--- config.mk ---
export PLATFORM = sky130hd
export DESIGN_NAME = instr_encoder_loader
export DESIGN_NICKNAME = d
export VERILOG_FILES = /design/src/rtl/instr_encoder_loader.sv
export SDC_FILE = /design/constraint.sdc
export NUM_CORES = 1
export LEC_CHECK = 0
export CORE_MARGIN = 1.5
export CORE_UTILIZATION = 30
export DETAILED_ROUTE_END_ITERATION = 6
export GPL_TIMING_DRIVEN = 0
export PLACE_DENSITY_LB_ADDON = 0.05
export SLEW_MARGIN = 10
export SYNTH_ARGS = -nofsm -noshare
export SYNTH_HDL_FRONTEND = slang
export SYNTH_SLANG_ARGS = --single-unit
--- constraint.sdc ---
create_clock -name clk -period 5 [get_ports clk]
set_clock_uncertainty 0.2 [all_clocks]
set_input_delay 1 -clock clk [delete_from_list [all_inputs] [get_ports clk]]
set_output_delay 1 -clock clk [all_outputs]
set_load 0.02 [all_outputs]
--- src/rtl/instr_encoder_loader.sv ---
// ============================================================================
// Module  : instr_encoder_loader
// Brief   : Packs RV32I load/R/store/branch fields into 32-bit words and writes
//           them sequentially into an instruction-memory preload port.
// Revision: 1.0 - initial release
// ============================================================================
`default_nettype none

module instr_encoder_loader #(
  parameter int DEPTH = 64,
  parameter int AW    = 6
) (
  input  logic          clk,
  input  logic          rst,
  input  logic          clear_i,
  input  logic          cmd_valid_i,
  output logic          cmd_ready_o,
  input  logic [1:0]    cmd_type_i,
  input  logic [4:0]    rd_i,
  input  logic [4:0]    rs1_i,
  input  logic [4:0]    rs2_i,
  input  logic [2:0]    funct3_i,
  input  logic [6:0]    funct7_i,
  input  logic [12:0]   imm_i,
  output logic          imem_we_o,
  output logic [AW-1:0] imem_addr_o,
  output logic [31:0]   imem_wdata_o,
  output logic [AW:0]   count_o,
  output logic          full_o,
  output logic          err_o
);

  localparam logic [6:0]  OP_LOAD   = 7'b0000011;
  localparam logic [6:0]  OP_R      = 7'b0110011;
  localparam logic [6:0]  OP_STORE  = 7'b0100011;
  localparam logic [6:0]  OP_BRANCH = 7'b1100011;
  localparam logic [AW:0] FULL_CNT  = DEPTH[AW:0];

  typedef enum logic [0:0] {
    S_IDLE  = 1'b0,
    S_WRITE = 1'b1
  } state_t;

  state_t        state_q;
  logic [AW:0]   count_q;
  logic [AW:0]   count_inc;
  logic          full_q;
  logic          we_q;
  logic [AW-1:0] addr_q;
  logic [31:0]   wdata_q;
  logic          err_q;
  logic [31:0]   enc_d;
  logic          illegal_d;
  logic          accept;

  // Load/store immediates must fit in 12 signed bits; branch offsets must be even.
  always_comb begin
    enc_d     = 32'h0;
    illegal_d = 1'b0;
    case (cmd_type_i)
      2'b00: begin
        enc_d     = {imm_i[11:0], rs1_i, funct3_i, rd_i, OP_LOAD};
        illegal_d = imm_i[12] ^ imm_i[11];
      end
      2'b01: begin
        enc_d     = {funct7_i, rs2_i, rs1_i, funct3_i, rd_i, OP_R};
      end
      2'b10: begin
        enc_d     = {imm_i[11:5], rs2_i, rs1_i, funct3_i, imm_i[4:0], OP_STORE};
        illegal_d = imm_i[12] ^ imm_i[11];
      end
      default: begin
        enc_d     = {imm_i[12], imm_i[10:5], rs2_i, rs1_i, funct3_i,
                     imm_i[4:1], imm_i[11], OP_BRANCH};
        illegal_d = imm_i[0];
      end
    endcase
  end

  assign cmd_ready_o = (state_q == S_IDLE) && !full_q && !clear_i;
  assign accept      = cmd_valid_i && cmd_ready_o;
  assign count_inc   = count_q + 1'b1;

  always_ff @(posedge clk) begin
    if (rst) begin
      state_q <= S_IDLE;
      count_q <= '0;
      full_q  <= 1'b0;
      we_q    <= 1'b0;
      addr_q  <= '0;
      wdata_q <= 32'h0;
      err_q   <= 1'b0;
    end else if (clear_i) begin
      // A write already on the port this cycle completes; only the pointer restarts.
      state_q <= S_IDLE;
      count_q <= '0;
      full_q  <= 1'b0;
      we_q    <= 1'b0;
      err_q   <= 1'b0;
    end else begin
      err_q <= 1'b0;
      case (state_q)
        S_IDLE: begin
          if (accept) begin
            if (illegal_d) begin
              err_q <= 1'b1;
            end else begin
              we_q    <= 1'b1;
              addr_q  <= count_q[AW-1:0];
              wdata_q <= enc_d;
              state_q <= S_WRITE;
            end
          end
        end
        S_WRITE: begin
          we_q    <= 1'b0;
          count_q <= count_inc;
          full_q  <= (count_inc == FULL_CNT);
          state_q <= S_IDLE;
        end
        default: begin
          state_q <= S_IDLE;
          we_q    <= 1'b0;
        end
      endcase
    end
  end

  assign imem_we_o    = we_q;
  assign imem_addr_o  = addr_q;
  assign imem_wdata_o = wdata_q;
  assign count_o      = count_q;
  assign full_o       = full_q;
  assign err_o        = err_q;

endmodule

`default_nettype wire

==> impl_metrics.py <==
metrics = {
    "worst_setup_path": {
        "r2r_start": "state_q",
        "cp_cell_sequence": "clkdlybuf4s50_1, nor3_4, clkdlybuf4s50_1",
        "slowest_stage": "sky130_fd_sc_hd__clkdlybuf4s50_1",
        "critical_path.top_delay_family": "buffers and inverters",
        "crit_top_cell": "sky130_fd_sc_hd__clkdlybuf4s50_1",
        "critPathBufInv": 2,
        "ff2ff_setup_slack_ps": 3080,
        "crit_path_max_fanout": 4,
        "timing.reg2reg.worst_path_depth": 6,
        "arrival_time_of_data_at_the_critical_path_endpoint_ps": 2380,
        "reg2reg_to": "imem_wdata_o[31]",
        "worst_setup_path_start_kind": "input port",
        "critical_path_max_stage_delay_ps": 670,
        "worst_setup_path_end_kind": "primary output",
        "type_of_the_worst_setup_path": "input port to primary output",
        "crit_required_ps": 3800,
    },
    "worst_hold_path": {
        "hold-path-cell-count": 2,
        "worst_hold_path_type": "flip-flop to flip-flop",
        "timing.hold.worst_endpoint": "imem_wdata_o[6]",
        "hp-start": "imem_wdata_o[6]",
    },
    "layout": {
        "antennaDiodeCount": 0,
        "share_of_final_layout_standard_cells_stronger_than_drive_strength_1_pct": 12.4,
        "final_core_util_pct": 47.2,
        "final_nets": 376,
        "syn2layout_area_growth_pct": 52.3,
        "fillerInstances": 694,
        "stdcell_count": 411,
    },
    "sta": {
        "rsz0062_at_grt": "false",
        "final.period_utilization_pct": 71.7,
        "maxSlewHeadroom_pct": 48.0,
        "max_slew.worst_pin.slew_ps": 779,
        "setup_slack_ps": 1420,
        "final.setup.tns_ps": 0,
        "finalSetupViolCount": 0,
        "fmaxAchievable_ghz": 0.279,
        "final-max-slew-violation-count": 0,
        "period_minus_slack_ps": 3580,
        "hold_viol": 0,
    },
    "logic_synthesis": {
        "ys.warnings.count": 0,
        "synth_area_per_cell_sq_um": 8.95,
        "synthesis.area_sq_mm": 0.00209,
        "synth_area_leader_cell": "sky130_fd_sc_hd__dfxtp_1",
        "ys_types": 34,
        "yosysTopAreaCellShare_pct": 44.0,
        "synth_seq_area_share_pct": 44.0,
        "synthTopCellsByArea": "sky130_fd_sc_hd__dfxtp_1, sky130_fd_sc_hd__nand2_1, sky130_fd_sc_hd__mux2i_1",
        "syn_inst": 234,
        "total_of_flip_flops_plus_latches_after_synthesis": 46,
    },
    "place": {
        "portBuffers": 88,
        "gp_congestion": 0.733,
        "placed_wire_length_estimate_after_detailed_placement_mm": 4.24,
        "detailedPlace.worstSlack_ps": 1440,
        "placed_cells_incl_taps": 403,
    },
    "cts": {
        "insertion_delay_ps": 300,
        "library_cell_used_as_clock_root_buffer": "sky130_fd_sc_hd__clkbuf_8",
        "post_cts_resize_count": 0,
        "post_cts_buffers": 0,
        "cts-hold-fix-buffers": 0,
        "clkSlewWorstSetupHoldPaths_ps": 80,
        "cts.sink_count": 46,
        "tritoncts": "done",
        "cts.htree.levels": 2,
        "max-clock-path-buffers": 2,
        "numCtsBuffers": 5,
    },
    "global_routing": {
        "grt_antenna_before_repair": 0,
        "first_global_vias": 1918,
        "globalRouteTotalUtil_pct": 16.4,
        "grt_max_degree": 14,
        "globalRoute.totalOverflow": 0,
        "grt_first_pass_wirelength_mm": 9.54,
    },
    "floorplan": {
        "dieHeight_um": 86.6,
        "ioPinCount": 93,
        "rows": 30,
        "floorplan.die_area_sq_mm": 0.00749,
        "die-width_um": 86.6,
        "floorplan.initialDensity_pct": 31.0,
        "core_sq_mm": 0.00676,
    },
    "detailed_routing": {
        "via_count": 1953,
        "detail_route.iter0.violations": 85,
        "ant_nets": 0,
        "detail_route.wirelength_mm": 5.93,
        "viasPerCell": 4.75,
        "per_cell_routed_wire_length_um": 14.4,
        "drcViolationCount": 0,
        "count_of_tritonroute_iterations_in_the_first_routing_pass": 4,
    },
    "run": {
        "maxCapViolations": 0,
    },
    "power_and_ir_drop": {
        "ir_worst_vdd_mv": 0.101,
        "p_total_uw": 818,
        "static-leakage-power_nw": 1.12,
        "p_per_area_mw_per_mm2": 257,
    },
    "status": {
        "outcome": "finished, final reports clean",
    },
}
[per-stage QoR]
stage | hold slack, ps | area, sq um
after floorplan | 329 | 2100
after global placement | 241 | 3080
after detailed placement | 249 | 3080
after CTS | 259 | 3190
after global routing | 286 | 3190
final | 254 | 3190
[registers in the layout (all words and copies together), names as in the netlist]
register and count:
count_o 7, err_o 1, full_o 1, imem_addr_o 6
imem_wdata_o 29, imem_we_o 1, state_q 1
[layer usage]
layer  part of all wire (%)  vias to the layer above  GRT usage (%)
met4                    1.1                        0           4.40
met1                     47                      898           21.1
met5                      0                        -              0
li1                       -                      990              -
met2                     46                       59           26.8
met3                    6.4                        6           4.86
[layout by cell type (no fill, tap or decap), types with 5 or more instances in the layout]
master and count:
sky130_fd_sc_hd__clkdlybuf4s50_1 88, sky130_fd_sc_hd__a21oi_1 20, sky130_fd_sc_hd__mux2i_1 14, sky130_fd_sc_hd__o21ai_0 8, sky130_fd_sc_hd__dfxtp_1 46, sky130_fd_sc_hd__nand3_1 5
sky130_fd_sc_hd__buf_4 7, sky130_fd_sc_hd__clkbuf_8 8, sky130_fd_sc_hd__a211oi_2 11, sky130_fd_sc_hd__nand2_1 45, sky130_fd_sc_hd__clkbuf_1 11, sky130_fd_sc_hd__nor2_1 23
sky130_fd_sc_hd__xor2_1 5
[power by group]
part | internal [mW] | switching [mW]
Sequential | 0.381 | 0.00741
Combinational | 0.0829 | 0.0799
Clock | 0.140 | 0.128
[kinds of logic after synthesis]
family | after synthesis | share of synthesized area, %
simple gates | 88 | 18.2
compound gates | 51 | 19.4
flops | 46 | 44.0
buf+inv | 24 | 6.99
mux | 14 | 6.69
xor+xnor | 8 | 3.35
fa+ha+maj | 2 | 1.19
other cells | 1 | 0.179
[how the worst max path moves through the flow]
stage / start / endpoint / slack, ps / depth (start not counted)
floorplan: clear_i / cmd_ready_o / 2530 / 1
global placement: clear_i / cmd_ready_o / 1450 / 3
detailed placement: clear_i / cmd_ready_o / 1440 / 3
CTS: clear_i / cmd_ready_o / 1420 / 3
global route: clear_i / cmd_ready_o / 1370 / 3
finish: clear_i / cmd_ready_o / 1420 / 3
[cells in the mapped netlist, drive strengths merged]
cell type and n:
nor2b 1, nand3 5, ha 2, o21a 1
o31ai 1, nand4 3, dfxtp 46, a32o 1
and3 1, o2111a 1, xnor2 3, nor2 26
a211oi 11, nand2b 1, o21ai 8, o2111ai 1
or2 1, a21oi 20, xor2 5, conb 1
a311oi 5, nor3 3, mux2i 14, buf 13
o211ai 2, or3 2, clkbuf 11, nand2 45
[worst register-to-register path, stage by stage, from the launching register on]
cell                        delay, ps
sky130_fd_sc_hd__dfxtp_1          320
sky130_fd_sc_hd__buf_6            140
sky130_fd_sc_hd__nor3_4           300
sky130_fd_sc_hd__o2111ai_2        370
sky130_fd_sc_hd__buf_2            320
sky130_fd_sc_hd__nand2_1           90
sky130_fd_sc_hd__a21oi_1           60
[final cells by class]
cell class / instances / area [sq um] / share of cell area (%)
plain buffers: 24 / 146 / 4.59
clock buffers: 8 / 110 / 3.45
multi-input cells: 165 / 1030 / 32.3
flip-flops and latches: 46 / 921 / 28.9
well taps: 80 / 100 / 3.14
repair buffers: 88 / 881 / 27.6
No activity file was read; power rests on OpenSTA's default activity.
